<file path="src/rtl/timer_ctrl_pkg.sv">
// Shared types and defaults for the timer run controller.
package timer_ctrl_pkg;

  localparam int TIMER_WIDTH = 32;

  typedef enum logic [1:0] {
    IDLE  = 2'd0,
    RUN   = 2'd1,
    PAUSE = 2'd2
  } state_t;

endpackage

</file>
<file path="src/rtl/timer_cnt.sv">
// Up-counter datapath for timer_ctrl: clear wins over enable, sync active-low reset.
module timer_cnt #(
  parameter int WIDTH = 32
) (
  input  logic             i_clk,
  input  logic             i_rstn,
  input  logic             i_clr,
  input  logic             i_en,
  output logic [WIDTH-1:0] o_q
);

  logic [WIDTH-1:0] r_q;

  // NOTE: registers use non-blocking (<=) so every flop samples pre-edge values.
  always_ff @(posedge i_clk) begin
    if (!i_rstn)    r_q <= '0;
    else if (i_clr) r_q <= '0;
    else if (i_en)  r_q <= r_q + {{(WIDTH-1){1'b0}}, 1'b1};
  end

  assign o_q = r_q;

endmodule

</file>
<file path="src/rtl/timer_ctrl.sv">
// Run controller (FSM, compare, done/err pulses) around timer_cnt.
// Define TIMER_CTRL_FORMAL_EN to add the embedded assertions and covers.
module timer_ctrl
  import timer_ctrl_pkg::*;
#(
  parameter int WIDTH = TIMER_WIDTH
) (
  input  logic             i_clk,
  input  logic             i_rstn,
  input  logic             i_start,
  input  logic             i_stop,
  input  logic             i_pause,
  input  logic             i_periodic,
  input  logic [WIDTH-1:0] i_cmp,
  output logic [WIDTH-1:0] o_q,
  output logic [1:0]       o_state,
  output logic             o_busy,
  output logic             o_done,
  output logic             o_err
);

  state_t           r_state;
  logic [WIDTH-1:0] r_cmp;
  logic             r_per;
  logic             r_done;
  logic             r_err;

  logic [WIDTH-1:0] w_q;
  logic [WIDTH-1:0] w_q_inc;
  logic             w_clr;
  logic             w_en;
  logic             w_hit;
  logic             w_adv;
  logic             w_start_ok;
  logic             w_start_err;

  assign w_q_inc     = w_q + {{(WIDTH-1){1'b0}}, 1'b1};
  assign w_start_ok  = (r_state == IDLE) && !i_stop && i_start && (i_cmp != '0);
  assign w_start_err = (r_state == IDLE) && !i_stop && i_start && (i_cmp == '0);

  // NOTE: every always_comb output gets a default first so no latch is inferred.
  always_comb begin
    w_clr = 1'b0;
    w_en  = 1'b0;
    w_hit = 1'b0;
    w_adv = 1'b0;
    case (r_state)
      IDLE:       w_clr = i_stop || w_start_ok;
      RUN, PAUSE: begin
        if (i_stop)        w_clr = 1'b1;
        else if (!i_pause) w_adv = 1'b1;
      end
      default:    w_clr = 1'b1;
    endcase
    // Sitting at cmp while advancing only happens in periodic mode: reload 0.
    if (w_adv) begin
      if (w_q == r_cmp) begin
        w_clr = 1'b1;
      end else begin
        w_en  = 1'b1;
        w_hit = (w_q_inc == r_cmp);
      end
    end
  end

  always_ff @(posedge i_clk) begin
    if (!i_rstn) begin
      r_state <= IDLE;
      r_cmp   <= '0;
      r_per   <= 1'b0;
      r_done  <= 1'b0;
      r_err   <= 1'b0;
    end else begin
      r_done <= w_hit;
      r_err  <= w_start_err;
      case (r_state)
        IDLE: if (w_start_ok) begin
          r_cmp   <= i_cmp;
          r_per   <= i_periodic;
          r_state <= RUN;
        end
        RUN, PAUSE: begin
          if (i_stop)              r_state <= IDLE;
          else if (i_pause)        r_state <= PAUSE;
          else if (w_hit && !r_per) r_state <= IDLE;
          else                     r_state <= RUN;
        end
        default: r_state <= IDLE;
      endcase
    end
  end

  timer_cnt #(.WIDTH(WIDTH)) u_cnt (
    .i_clk  (i_clk),
    .i_rstn (i_rstn),
    .i_clr  (w_clr),
    .i_en   (w_en),
    .o_q    (w_q)
  );

  assign o_q     = w_q;
  assign o_state = r_state;
  assign o_busy  = (r_state != IDLE);
  assign o_done  = r_done;
  assign o_err   = r_err;

`ifdef TIMER_CTRL_FORMAL_EN
  
  

  
  
  
  
  

  
  
`else
`endif

endmodule

</file>
<file path="config.mk">
export PLATFORM = sky130hd
export DESIGN_NAME = timer_ctrl
export DESIGN_NICKNAME = d
export VERILOG_FILES = /design/src/rtl/timer_ctrl_pkg.sv /design/src/rtl/timer_cnt.sv /design/src/rtl/timer_ctrl.sv
export SDC_FILE = /design/constraint.sdc
export NUM_CORES = 1
export LEC_CHECK = 0
export ABC_AREA = 1
export ABC_CLOCK_PERIOD_IN_PS = 3320
export CAP_MARGIN = 25
export CORE_ASPECT_RATIO = 1.5
export CORE_MARGIN = 4
export CORE_UTILIZATION = 45
export DETAILED_ROUTE_END_ITERATION = 8
export PLACE_DENSITY_LB_ADDON = 0.2
export SLEW_MARGIN = 20
export SYNTH_ARGS = -nofsm -noshare
export SYNTH_HDL_FRONTEND = slang
export SYNTH_SLANG_ARGS = --single-unit
</file>
<file path="constraint.sdc">
create_clock -name i_clk -period 3.32 [get_ports i_clk]
set_input_delay 0.332 -clock i_clk [delete_from_list [all_inputs] [get_ports i_clk]]
set_output_delay 0.332 -clock i_clk [all_outputs]
set_load 0.005 [all_outputs]
</file>
==> flow_results.org <==
** Outcome
- Outcome :: finished, final reports clean

** Critical path
- For flop-to-flop paths, the worst setup slack is 0.81 ns.
- STA puts the critical path data arrival time at roughly 2.8 ns.
- STA classifies the critical path endpoint as a flip-flop.
- The worst setup path is launched from a primary input.
- Data required time of the critical path :: around 3.6 ns
- Worst setup path class :: primary input to flip-flop
- Along the worst path, the maximum fanout reaches 17.

** Timing
- Setup violations remaining at the end of the flow were counted as 0.
- Pins Over Slew Limit :: 0
- Setup Total Neg Slack :: 0 ns
- The worst pin sits at a relative slew slack of 0.506.
- Timing would allow up to 388 MHz.
- In the finished design, the share of the clock period the worst path needs comes to 0.777.
- The worst path needs roughly 2.6 ns of the cycle, external delays included.
- Hold slack final :: 0.462 ns
- The number of endpoints with negative hold slack in the final report was 0.
- At the pin with the least slew margin, the transition time is 0.735 ns.
- Setup repair after global routing left no endpoint under its margin.
- For the final database, setup skew stands at between 0.004 and 0.005 ns.

** Logic synthesis
- Main synth FF type :: sky130_fd_sc_hd__dfxtp_1
- Cells after Synth :: 761
- Post-Syn Nets :: 802
- Of the post-synthesis cell area, the dominant cell type holds 0.293.
- During synthesis, Yosys emitted a total of 0 warnings.
- The commonest cells after synthesis are sky130_fd_sc_hd__nand2_1 (221), sky130_fd_sc_hd__nor2_1 (98), sky130_fd_sc_hd__inv_1 (85), sky130_fd_sc_hd__dfxtp_1 (69), sky130_fd_sc_hd__o21ai_0 (54).
- Synth Cell Area :: roughly 0.0047 sq mm
- After synthesis, the netlist uses 40 different library cells.
- In this run, synthesis inferred 0 flip-flops with an integrated enable.
- Yosys attributes the largest share of cell area to sky130_fd_sc_hd__dfxtp_1 (29%), sky130_fd_sc_hd__nand2_1 (18%), sky130_fd_sc_hd__nor2_1 (7.8%).
- Per-instance average area after synthesis :: around 6.2 sq um
- Synthesis inferred 69 register bits.
- Count leader, synth :: sky130_fd_sc_hd__nand2_1
- Of the synthesized area, sequential elements account for 0.293.
- Summed over all instances, the cell type with the most area after synthesis is sky130_fd_sc_hd__dfxtp_1.
- Of all flip-flops after synthesis, the portion carrying an async set or reset was 0.

** CTS
- Clock edge transition at the registers on the reported setup and hold paths :: about 0.060 ns
- Clk Latency, worst-skew pair :: 0.33 ns
- Clock tree synthesis found a total of just under 70 sinks.
- Worst-case clock buffer depth :: 2
- Number of buffers created by CTS :: 9
- In this run the post-CTS setup repair buffer count came out at 0.
- Hold bufs inserted after CTS :: 0
- CTS tree :: built
- Post-CTS repair changed the size of 0 cells.
- The H-tree was split into 3 levels.
- In this run the clock root is driven by a sky130_fd_sc_hd__clkbuf_16.

** GRT
- Global-route track usage on met3 :: 0.0395
- In this run the most used layer during global routing was met2.
- For this run, global-route usage on met2 was measured as 0.487.
- For this run, global-route usage on met1 was measured as 0.281.
- Via count of the first global-routing pass :: 5155
- Total routing resource utilization after global routing :: 0.262
- The first global-routing pass estimated approximately 25000 um of wire.
- Overflow left after global routing :: 0
- The number of antenna violations at the first check in global routing came to 0.
- Largest net degree at the start of global routing :: 38

** Routing
- Summed over all layers, the routed wires come to 15600 um.
- After detailed routing, the number of vias per cell comes to 5.26.
- Detailed-router iteration count before antenna repair :: 5
- Number of routed nets with antenna violations :: 0
- In this run, the number of DRC markers left after iteration 0 of detailed routing was 282.
- WL per Instance :: 15.9 um
- After detailed routing, the number of remaining DRC violations is 0.
- Number of vias in the routed layout :: 5172

** Power
- Clock Power Share :: 0.302
- Combinational power share :: 0.351
- Internal power :: 1.79 mW
- Power spread over the standard cell area amounts to 486 mW/mm^2.
- Net switching power :: between 1 and 1.5 mW
- Total power consumption of the routed design :: 2.86 mW
- Switching fraction of total power :: 0.372
- Share of total power in sequential cells :: 0.347
- The analysis attributes to cell leakage a power of 2.47 nW.
- VDD sags by at most 0.000297 V.

** Layout
- For this run, the post-layout net count is 878.
- Fill cells in the final layout number 1043.
- Registers take 0.00138 sq mm.
- Summing all multi-input logic gate instances after layout gives approximately 0.0029 sq mm.
- Share of the core filled with cells in the final layout :: 0.576
- The area growth from synthesis to layout is 24.6%.
- Of the cells placed in the final design, the portion with a size suffix greater than 1 is 0.0713.
- Antenna Diode Count :: 0
- Final standard cell count with taps included and fillers excluded :: 983

** Flow run
- Number of violations of the max-capacitance limit :: 0

** Place
- Placed wire-length estimate :: 12200 um
- Total placed cells including tap cells :: roughly 970
- Routability congestion estimate from global placement :: 0.935
- Count of buffers inserted at the top-level ports :: 74

** Floorplan
- 75 I/O pins were placed.
- Starting Density :: 0.463
- X dimension of the die :: 91.6 um
- Area of the die :: roughly 0.012 sq mm
- After floorplanning, the core was sized to cover 0.0102 sq mm.
- Die boundary height :: 133 um
- The initialized floorplan defines 45 standard-cell rows.

** Min path
- Class of the most critical hold timing path :: flip-flop to flip-flop
==> final timing paths <==
kind                             start                   endpoint  depth (start not counted)
max                           i_cmp[8]  u_cnt.o_q[3]$_SDFFE_PP0P_                         10
min reg2reg         r_per$_SDFFE_PN0P_         r_per$_SDFFE_PN0P_                          2
max reg2reg  u_cnt.o_q[0]$_SDFFE_PP0P_    o_state[0]$_SDFFE_PN0P_                         15
min                 r_per$_SDFFE_PN0P_         r_per$_SDFFE_PN0P_                          2
==> state kept, by name, indices dropped and copies added, names as in the netlist <==
register,cells
u_cnt.o_q,32
r_cmp,32
r_per,1
o_err,1
o_done,1
o_state,2
==> through the flow <==
step	setup slack (ns)	cell area (sq um)
after CTS	0.838	5870
after floorplan	1.46	4720
after detailed placement	0.506	5610
after global routing	0.604	5870
final	0.739	5870
after global placement	0.575	5610
==> cell type report <==
cell class / instances / area share
Clock buffer: 11 / 0.0396
Tap cell: 141 / 0.0300
Sequential cell: 69 / 0.235
Inverter: 91 / 0.0581
Multi-Input combinational cell: 585 / 0.497
Timing Repair Buffer: 81 / 0.135
Clock inverter: 5 / 0.00469
==> cells in the final DEF (no fill, tap or decap), drive strengths merged <==
cell	netlist	layout
nand2	233	233
nor2	110	110
inv	90	90
clkdlybuf4s50	0	74
dfxtp	69	69
o21ai	59	59
a21oi	40	40
nand3	38	38
nand4	17	17
xnor2	17	17
nor3	17	17
clkbuf	9	11
nor3b	10	10
nor4	10	10
nand3b	8	8
buf	7	7
o21bai	6	6
clkinv	1	5
a211oi	5	5
and3	3	3
ha	3	3
o21a	2	2
a31oi	2	2
xor2	2	2
or2	1	1
o2111ai	1	1
o211ai	1	1
clkinvlp	0	1
==> routing by layer <==
layer	part of all wire	vias up
li1	-	2625
met4	0.047	0
met3	0.041	42
met5	0	-
met1	0.39	2381
met2	0.52	124
==> cells by family (layout without fill, tap and decap cells) <==
group | Yosys count | after routing | share of synthesized area
buffers and inverters | 107 | 188 | 0.0876
adder cells (fa/ha/maj) | 3 | 3 | 0.00796
AO/OA/AOI/OAI | 116 | 116 | 0.136
flip-flops | 69 | 69 | 0.293
AND/OR/NAND/NOR | 447 | 447 | 0.439
XOR/XNOR | 19 | 19 | 0.0369
==> critical path, stage by stage <==
cell                              delay, ns
sky130_fd_sc_hd__clkdlybuf4s50_1       0.42
sky130_fd_sc_hd__nor4_1                0.67
sky130_fd_sc_hd__nand4_1               0.24
sky130_fd_sc_hd__nor2_1                0.15
sky130_fd_sc_hd__nor2_1                0.07
sky130_fd_sc_hd__inv_2                 0.21
sky130_fd_sc_hd__nand3_2               0.12
sky130_fd_sc_hd__inv_2                 0.30
sky130_fd_sc_hd__o21ai_0               0.17
sky130_fd_sc_hd__a21oi_1               0.14
==> power by group through the flow <==
| stage | clock, mW | combinational, mW | sequential [mW] |
|---|---|---|---|
| floorplan | 0 | 0.669 | 0.991 |
| global placement | 0 | 0.978 | 1.00 |
| detailed placement | 0 | 0.995 | 1.01 |
| CTS | 0.870 | 1.00 | 0.992 |
| global route | 0.908 | 1.13 | 1.00 |
| finish | 0.862 | 1.00 | 0.992 |
Note: power is estimated with default switching activity, not from simulation.
